===== src/rtl/mu0_reg12_tx_if.sv =====
// Parallel-in / serial-out link bundle for the MU0 12-bit register transmitter.
// The master side drives Start/D; the slave (transmitter) side returns TxD/Busy/Done.
interface mu0_reg12_tx_if;
    logic        Start;
    logic [11:0] D;
    logic        TxD;
    logic        Busy;
    logic        Done;

    modport master (output Start, output D, input TxD, input Busy, input Done);
    modport slave  (input Start, input D, output TxD, output Busy, output Done);
endinterface


===== src/rtl/mu0_reg12_tx.sv =====
// MU0 register-link transmitter: 12-bit word out as start, 12 data LSB first, even parity, stop.
// Start bit appears 1 cycle after an accepted Start; Start is ignored (not queued) while Busy.
module mu0_reg12_tx #(
    parameter int CLKS_PER_BIT = 4
) (
    input  logic               Clk,
    input  logic               Reset,
    mu0_reg12_tx_if.slave      bus
);

    typedef enum logic [2:0] {
        ST_IDLE,
        ST_START,
        ST_DATA,
        ST_PARITY,
        ST_STOP
    } state_t;

    localparam logic [7:0] BAUD_LAST = 8'(CLKS_PER_BIT - 1);

    state_t      state_q, state_d;
    logic [7:0]  baud_q, baud_d;
    logic [3:0]  bit_q, bit_d;
    logic [11:0] shift_q, shift_d;
    logic        par_q, par_d;
    logic        txd_q, txd_d;
    logic        busy_q, busy_d;
    logic        done_q, done_d;
    logic        baud_end;

    assign baud_end = (baud_q == BAUD_LAST);

    always_ff @(posedge Clk) begin
        if (Reset) begin
            state_q <= ST_IDLE;
            baud_q  <= '0;
            bit_q   <= '0;
            shift_q <= '0;
            par_q   <= 1'b0;
            txd_q   <= 1'b1;
            busy_q  <= 1'b0;
            done_q  <= 1'b0;
        end else begin
            state_q <= state_d;
            baud_q  <= baud_d;
            bit_q   <= bit_d;
            shift_q <= shift_d;
            par_q   <= par_d;
            txd_q   <= txd_d;
            busy_q  <= busy_d;
            done_q  <= done_d;
        end
    end

    // Outputs are computed for the bit about to start, so TxD/Busy/Done leave flops directly.
    always_comb begin
        state_d = state_q;
        baud_d  = baud_q;
        bit_d   = bit_q;
        shift_d = shift_q;
        par_d   = par_q;
        txd_d   = txd_q;
        busy_d  = busy_q;
        done_d  = 1'b0;

        case (state_q)
            ST_IDLE: begin
                txd_d  = 1'b1;
                busy_d = 1'b0;
                if (bus.Start) begin
                    state_d = ST_START;
                    shift_d = bus.D;
                    par_d   = ^bus.D;
                    baud_d  = '0;
                    bit_d   = '0;
                    txd_d   = 1'b0;
                    busy_d  = 1'b1;
                end
            end
            ST_START: begin
                if (baud_end) begin
                    baud_d  = '0;
                    state_d = ST_DATA;
                    txd_d   = shift_q[0];
                end else begin
                    baud_d = baud_q + 8'd1;
                end
            end
            ST_DATA: begin
                if (baud_end) begin
                    baud_d = '0;
                    if (bit_q == 4'd11) begin
                        state_d = ST_PARITY;
                        txd_d   = par_q;
                    end else begin
                        // Current bit sits in shift_q[0]; the next one is shift_q[1].
                        bit_d   = bit_q + 4'd1;
                        shift_d = shift_q >> 1;
                        txd_d   = shift_q[1];
                    end
                end else begin
                    baud_d = baud_q + 8'd1;
                end
            end
            ST_PARITY: begin
                if (baud_end) begin
                    baud_d  = '0;
                    state_d = ST_STOP;
                    txd_d   = 1'b1;
                end else begin
                    baud_d = baud_q + 8'd1;
                end
            end
            ST_STOP: begin
                if (baud_end) begin
                    baud_d  = '0;
                    bit_d   = '0;
                    state_d = ST_IDLE;
                    txd_d   = 1'b1;
                    busy_d  = 1'b0;
                    done_d  = 1'b1;
                end else begin
                    baud_d = baud_q + 8'd1;
                end
            end
            default: begin
                state_d = ST_IDLE;
                txd_d   = 1'b1;
                busy_d  = 1'b0;
            end
        endcase
    end

    assign bus.TxD  = txd_q;
    assign bus.Busy = busy_q;
    assign bus.Done = done_q;

endmodule


===== src/flat_wrapper.sv =====
// flat-port wrapper written by rule: the top's interface ports become plain ports
module mu0_reg12_tx_flat 
#(
    parameter int CLKS_PER_BIT = 4
)
  (Clk, Reset, bus_Start, bus_D, bus_TxD, bus_Busy, bus_Done);
  mu0_reg12_tx_if bus_i ();
  input  logic Clk;
  input  logic Reset;
  input wire logic [$bits(bus_i.Start)-1:0] bus_Start;
  input wire logic [$bits(bus_i.D)-1:0] bus_D;
  output wire logic [$bits(bus_i.TxD)-1:0] bus_TxD;
  output wire logic [$bits(bus_i.Busy)-1:0] bus_Busy;
  output wire logic [$bits(bus_i.Done)-1:0] bus_Done;
  assign bus_i.Start = bus_Start;
  assign bus_i.D = bus_D;
  assign bus_TxD = bus_i.TxD;
  assign bus_Busy = bus_i.Busy;
  assign bus_Done = bus_i.Done;
  mu0_reg12_tx #(.CLKS_PER_BIT(CLKS_PER_BIT)) u_core (.Clk(Clk), .Reset(Reset), .bus(bus_i));
endmodule

===== config.mk =====
export PLATFORM = sky130hd
export DESIGN_NAME = mu0_reg12_tx_flat
export DESIGN_NICKNAME = d
export VERILOG_FILES = /design/src/rtl/mu0_reg12_tx_if.sv /design/src/rtl/mu0_reg12_tx.sv /design/src/flat_wrapper.sv
export SDC_FILE = /design/constraint.sdc
export NUM_CORES = 1
export LEC_CHECK = 0
export CAP_MARGIN = 20
export CORE_MARGIN = 4
export CORE_UTILIZATION = 40
export DETAILED_ROUTE_END_ITERATION = 10
export GPL_ROUTABILITY_DRIVEN = 0
export HOLD_SLACK_MARGIN = 0.15
export PLACE_DENSITY = 0.64
export SYNTH_ARGS = -nofsm -noshare
export SYNTH_HDL_FRONTEND = slang
export SYNTH_SLANG_ARGS = --single-unit

===== constraint.sdc =====
create_clock -name Clk -period 2.2 [get_ports Clk]
set_clock_uncertainty 0.15 [all_clocks]
set_input_delay 0.33 -clock Clk [delete_from_list [all_inputs] [get_ports Clk]]
set_output_delay 0.33 -clock Clk [all_outputs]
set_load 0.005 [all_outputs]

==> results of run 1 <==
==> final cells by class <==
type / instances / area (um^2)
Clock buffer: 8 / 100
Sequential cell: 31 / 621
Tap cell: 50 / 62.6
Inverter: 4 / 15.0
Timing Repair Buffer: 23 / 215
Multi-Input combinational cell: 136 / 1010
Fill cell: 374 / 2040
==> kinds of logic after synthesis <==
logic type,count (synthesis),synth area share (%)
muxes,16,9.48
adders and majority gates,2,1.47
and+or+nand+nor,66,20.6
xor gates and xnor gates,19,9.77
buffers and inverters,15,4.92
DFF,31,36.4
AOI/OAI and AO/OA,33,17.3
==> power groups by stage <==
stage,Sequential (uW),Combinational [uW],Clock (uW)
4_1_cts,612,208,495
3_5_place_dp,624,207,0
6_report,612,206,482
5_1_grt,615,228,520
2_1_floorplan,617,151,0
3_3_place_gp,623,200,0
==> critical path, cell delays in order (launching register included) <==
cell and delay [ns]:
dfxtp_1 0.40, ha_2 0.24, nor4b_4 0.25, and2_1 0.22
buf_4 0.17, a311o_1 0.38, nor2_1 0.09
==> state kept, by name (all words and copies together), names as in the netlist <==
register         flops
u_core.baud_q        8
u_core.bus.Busy      1
u_core.state_q       3
u_core.shift_q      12
u_core.bus.Done      1
u_core.par_q         1
u_core.bus.TxD       1
u_core.bit_q         4
==> layer usage <==
metal	vias up	share of wire [%]	global-route usage, %
met5	-	0	0
met4	0	0.84	4.51
met3	5	6.1	4.55
met2	42	48	24.6
met1	644	45	16.1
li1	697	-	-
==> worst max-delay path by stage <==
stage | endpoint | slack (ns) | depth (start not counted)
finish | u_core.baud_q[3] | 0.17 | 6
global route | u_core.state_q[0] | 0.01 | 6
CTS | u_core.shift_q[8] | 0.15 | 6
detailed placement | u_core.shift_q[8] | 0.16 | 5
global placement | u_core.shift_q[11] | 0.18 | 5
floorplan | u_core.shift_q[10] | 0.35 | 8
==> cell usage after synthesis <==
library cell / instances
dfxtp_1: 31
nor2_1: 25
mux2i_1: 15
xnor2_1: 15
a211oi_2: 9
nand2_1: 7
nand3_1: 6
a21oi_1: 5
nand4_1: 5
a211oi_1: 4
buf_2: 4
clkbuf_1: 4
inv_1: 4
nor3_1: 4
xor2_1: 4
nand2b_1: 3
a31oi_1: 2
and3_1: 2
and3b_1: 2
ha_1: 2
nand4b_1: 2
nor2b_1: 2
nor4_1: 2
o21ai_0: 2
o311ai_0: 2
a2111oi_1: 1
a21o_1: 1
a21oi_2: 1
a2bb2oi_1: 1
a311o_1: 1
a311oi_1: 1
a31o_4: 1
and2_1: 1
buf_4: 1
buf_6: 1
buf_8: 1
mux2_2: 1
nand3b_1: 1
nor3b_1: 1
nor4b_4: 1
o22ai_1: 1
o32ai_1: 1
or2_2: 1
or4_1: 1
==> stage by stage <==
| stage | hold WS (ns) | cell area (um^2) | utilization [%] |
|---|---|---|---|
| 3_3_place_gp | 0.338 | 1920 | 47.2 |
| 3_5_place_dp | 0.324 | 1920 | 47.2 |
| 2_1_floorplan | 0.310 | 1700 | - |
| 4_1_cts | 0.346 | 2020 | 49.7 |
| 6_report | 0.339 | 2020 | 49.8 |
| 5_1_grt | 0.370 | 2020 | 49.8 |
==> repair_timing <==
action | 4_1_cts | 5_1_grt
endpoints found under the setup margin | 0 | 3
hold buffers | 0 | 0
resized for setup | 0 | 1
==> placed cells by master (no fill, tap or decap), types with 3 or more instances in the layout <==
master / count
inv_1: 4
clkbuf_8: 7
xnor2_1: 15
nor3_1: 4
mux2i_1: 15
nand3_1: 6
xor2_1: 4
dfxtp_1: 31
buf_4: 6
a211oi_2: 9
nand2b_1: 3
nand4_1: 5
clkdlybuf4s50_1: 17
a211oi_1: 4
a21oi_1: 5
nor2_1: 25
nand2_1: 7
==> impl_metrics.py, run 1 <==
metrics = {
    "synth": {
        "yosys_register_bits": 31,
        "yosys.area.top_type": "dfxtp_1",
        "syn_area_um2": 1700,
        "synth_cells": 182,
        "synth_area_leaders": "dfxtp_1, mux2i_1, xnor2_1",
        "seq_area_frac_synth_pct": 36.4,
        "synthDistinctLibCells": 44,
        "syn_nets": 199,
        "avgSynthCellArea_um2": 9.36,
        "synth.top_cell.area_share_pct": 36.4,
        "yosys_warnings": 0,
    },
    "global_route": {
        "antenna_found_initial": 0,
        "grt_overflow": 0,
        "grt_pass1_wl_um": 6030,
        "grt_usage_pct": 14.1,
        "grt_max_degree": 24,
        "grt_pass1_vias": 1416,
    },
    "drt": {
        "drc_errors": 0,
        "drt_pre_antenna_iters": 4,
        "dr_total_vias": 1388,
        "dr.first_iter.drc_count": 103,
        "wire_per_inst_um": 13.8,
        "wl_um": 3470,
        "antenna_left": 0,
        "drt-vias-per-instance": 5.51,
    },
    "power_and_ir_drop": {
        "seq_power_share_pct": 47.1,
        "power_switching_uw": 315,
        "combPwrFrac_pct": 15.9,
        "power.total_uw": 1300,
        "pwr_density_cell_nw_per_um2": 644,
        "power.internal_uw": 985,
        "p_leak_uw": 0.000680,
        "peakVddDrop_mv": 0.376,
        "clkPwrFrac_pct": 37.1,
        "swShare_pct": 24.3,
    },
    "hold_path": {
        "whs_path_depth": 2,
        "hold_class": "reg2reg",
        "holdCritStartpoint": "u_core.bus.TxD",
        "hold-path-endpoint": "u_core.bus.TxD",
    },
    "sta": {
        "maxClockFrequency_mhz": 494,
        "drv_slew": 0,
        "slew_headroom_pct": 69.6,
        "timing.final.crit_share_pct": 92.1,
        "tightest_slew_ns": 0.455,
        "finalSetupTns_ns": 0,
        "finalCriticalPeriod_ns": 2.03,
        "setup_slack_ns": 0.174,
        "setup_viol": 0,
        "rsz0062_at_grt": "false",
        "hold_viol_final": 0,
    },
    "clock_tree": {
        "root_buffer": "clkbuf_8",
        "cts_tree": "done",
        "clock_path_buffers": 2,
        "h-tree-depth": 2,
        "clock-sinks": 31,
        "postCtsSetupRepairBufs": 0,
        "numCtsBuffers": 5,
        "clk_pin_slew_worst_paths_ns": 0.06,
        "clock_latency_ns": 0.27,
    },
    "floorplanning": {
        "num_rows": 23,
        "die-area_um2": 5360,
        "die_y_um": 73.2,
        "coreArea_um2": 4060,
        "pin_count": 18,
        "start_util_pct": 42.0,
        "die_w_um": 73.2,
    },
    "layout": {
        "fin_cells": 252,
        "syn2layout_area_growth_pct": 18.6,
        "layout-drive-gt1-share_pct": 14.4,
        "diodes": 0,
        "finalNetCount": 218,
    },
    "setup_path": {
        "endpoint_kind": "flip-flop",
        "setup.worst_path.class": "reg2reg",
        "r2r-start": "u_core.baud_q[1]",
        "ff2ff_path_depth": 6,
        "reg2reg_to": "u_core.baud_q[3]",
        "crit_path_start": "u_core.baud_q[1]",
        "r2r_slack_ns": 0.17,
        "critPathArrivalTime_ns": 2.03,
        "cp_max_fo": 8,
        "cp_data_required_time_ns": 2.20,
        "start_kind": "flip-flop",
    },
    "placed_design": {
        "hpwl_um": 2550,
        "dpl_worst_slack_ns": 0.163,
        "io_buffers": 17,
        "dp_cells": 244,
    },
    "flow_run": {
        "maxCapViolCount": 0,
    },
    "status": {
        "status": "complete, no violations",
    },
}
Power figures use the tool's default switching activity.
==> run 2, diff against run 1 <==
--- a/config.mk
+++ b/config.mk
@@ -11,7 +11,7 @@
 export DETAILED_ROUTE_END_ITERATION = 10
 export GPL_ROUTABILITY_DRIVEN = 0
 export HOLD_SLACK_MARGIN = 0.15
-export PLACE_DENSITY = 0.64
+export PLACE_DENSITY = 0.66
 export SYNTH_ARGS = -nofsm -noshare
 export SYNTH_HDL_FRONTEND = slang
 export SYNTH_SLANG_ARGS = --single-unit
==> constraint.sdc (replaced) <==
create_clock -name Clk -period 1.7 [get_ports Clk]
set_clock_uncertainty 0.15 [all_clocks]
set_input_delay 0.255 -clock Clk [delete_from_list [all_inputs] [get_ports Clk]]
set_output_delay 0.255 -clock Clk [all_outputs]
set_load 0.005 [all_outputs]
==> run 2 against run 1 <==
The flow now finishes with violations (setup timing). Total power increased by 36%. Utilization increased by 13 points. Sequential power increased by 30%. Sequential share of layout area shrank 6.1 points. Largest power group unchanged. Highest routed layer unchanged.
==> impl_metrics.py, run 2 (same netlist as run 1, synthesis figures left out) <==
metrics = {
    "layout": {
        "diodes": 0,
        "reg_top3": "u_core.shift_q (12), u_core.baud_q (8), u_core.bit_q (4)",
        "largest_reg_flops": 12,
        "layout-drive-gt1-share_pct": 43.1,
        "finalNetCount": 264,
        "syn2layout_area_growth_pct": 50.3,
        "fin_area_um2": 2560,
        "regMostFlops": "u_core.shift_q",
        "mostFrequentLayoutCell": "buf_4",
        "layout_common_cells": "buf_4, dfxtp_1, clkdlybuf4s50_1",
        "finalCoreUtilization_pct": 63.1,
    },
    "sta": {
        "slew_headroom_pct": 73.4,
        "finalSetupTns_ns": -1.56,
        "setup_viol": 24,
        "maxClockFrequency_mhz": 553,
        "drv_slew": 0,
        "rsz0062_at_grt": "true",
        "tightest_slew_ns": 0.395,
        "finalCriticalPeriod_ns": 1.81,
        "setup_slack_ns": -0.108,
        "timing.final.crit_share_pct": 106,
        "hold_viol_final": 0,
    },
    "clock_tree": {
        "clock_latency_ns": 0.29,
        "clk_pin_slew_worst_paths_ns": 0.07,
        "clock_path_buffers": 2,
        "numCtsBuffers": 5,
        "hold_buffers": 0,
        "root_buffer": "clkbuf_8",
        "h-tree-depth": 2,
        "clock-sinks": 31,
        "cts_tree": "done",
    },
    "drt": {
        "drt-vias-per-instance": 5.47,
        "drc_errors": 0,
        "wire_per_inst_um": 15.4,
        "antenna_left": 0,
        "drt_pre_antenna_iters": 4,
        "wl_um": 4600,
        "dr.first_iter.drc_count": 116,
        "dr_total_vias": 1631,
    },
    "status": {
        "status": "finished with violations",
        "violations": "setup timing",
    },
    "hold_path": {
        "hold-path-endpoint": "u_core.shift_q[1]",
        "holdCritStartpoint": "u_core.shift_q[1]",
        "hold_class": "reg2reg",
        "whs_path_depth": 2,
    },
    "power_and_ir_drop": {
        "power.internal_uw": 1290,
        "combPwrFrac_pct": 20.5,
        "pwr_density_cell_nw_per_um2": 691,
        "peakVddDrop_mv": 0.504,
        "power.total_uw": 1770,
        "clkPwrFrac_pct": 34.7,
        "swShare_pct": 27.2,
        "power_switching_uw": 481,
        "seq_power_share_pct": 44.8,
        "p_leak_uw": 0.000933,
    },
    "floorplanning": {
        "coreArea_um2": 4060,
        "start_util_pct": 42.0,
        "die_y_um": 73.2,
        "die_w_um": 73.2,
        "pin_count": 18,
        "num_rows": 23,
        "die-area_um2": 5360,
    },
    "setup_path": {
        "cp_max_fo": 4,
        "slowest_delay_ns": 0.36,
        "critPathArrivalTime_ns": 1.87,
        "reg2reg_to": "u_core.bit_q[1]",
        "start_kind": "flip-flop",
        "endpoint_kind": "flip-flop",
        "setup.worst_path.class": "reg2reg",
        "r2r-start": "u_core.baud_q[1]",
        "cp_data_required_time_ns": 1.76,
        "path_cells": "ha_4 > nor4b_4 > buf_4 > nand2_4 > o22ai_2 > and3b_2 > mux2i_1",
        "ff2ff_path_depth": 7,
        "r2r_slack_ns": -0.11,
        "critPathSlowestCell": "dfxtp_4",
    },
    "placed_design": {
        "io_buffers": 17,
        "postPlaceCellArea_um2": 2210,
        "hpwl_um": 3090,
    },
    "global_route": {
        "grt_usage_pct": 17.8,
        "grt_pass1_vias": 1634,
        "grt_max_degree": 15,
        "grt_overflow": 0,
        "antenna_found_initial": 0,
        "grt_pass1_wl_um": 7470,
    },
    "flow_run": {
        "maxCapViolCount": 0,
    },
}
run 2: cell count changes in the layout (fill, tap and decap cells not counted), sizes merged:
| cell | delta |
|---|---|
| clkbuf | -1 |
| a31o | +2 |
| clkinv | +1 |
| buf | +44 |
run 2: area by class of cell:
type	instances	area [um^2]
clock buffers	7	86.3
clock inverters	1	5.00
fillers	316	1500
inverters	4	15.0
multi-input cells	138	1180
flip-flops and latches	31	631
well taps	50	62.6
repair buffers	67	576
run 2: power groups by stage:
stage,Sequential [uW],Clock [uW],Combinational [uW]
floorplan,800,0,197
global placement,804,0,303
detailed placement,807,0,316
CTS,792,632,335
global route,798,651,390
finish,793,614,362
run 2: how the worst max path moves through the flow:
stage          slack [ns]  depth (start not counted)        startpoint                  to
2_1_floorplan       -0.04                          8  u_core.baud_q[1]  u_core.shift_q[10]
3_3_place_gp        -0.14                          6         bus_Start    u_core.baud_q[7]
3_5_place_dp        -0.20                          5         bus_Start   u_core.shift_q[7]
4_1_cts             -0.09                          7  u_core.baud_q[0]     u_core.bit_q[1]
5_1_grt             -0.22                          6  u_core.baud_q[1]   u_core.state_q[0]
6_report            -0.11                          7  u_core.baud_q[1]     u_core.bit_q[1]
run 2: stage by stage:
step | worst slack, ns | cells | hold slack, ns
2_1_floorplan | -0.0359 | 182 | 0.310
3_3_place_gp | -0.142 | 280 | 0.328
3_5_place_dp | -0.204 | 280 | 0.348
4_1_cts | -0.0854 | 291 | 0.357
5_1_grt | -0.215 | 298 | 0.376
6_report | -0.108 | 298 | 0.365
run 2: routing by layer:
metal  track usage (%)  vias to the layer above  share of wire [%]
li1                  -                      794                  -
met1              21.9                      770                 44
met2              29.2                       58                 49
met3              3.86                        9                4.6
met4              8.40                        0                2.1
met5                 0                        -                  0
run 2: worst max-delay path: cells and delay by family, from the launching register on:
family | cells | cell delay, ns
and+or+nand+nor | 3 | 0.57
adders and majority gates | 1 | 0.13
AOI/OAI and AO/OA | 1 | 0.13
DFF | 1 | 0.36
buffers and inverters | 1 | 0.20
muxes | 1 | 0.20
run 2: what timing repair did:
| item | in CTS | in global routing |
|---|---|---|
| pin swaps | 13 | 20 |
| cloned | 2 | 0 |
| resized for setup | 22 | 27 |
| setup endpoints to repair | 26 | 27 |
| buffers inserted | 1 | 8 |
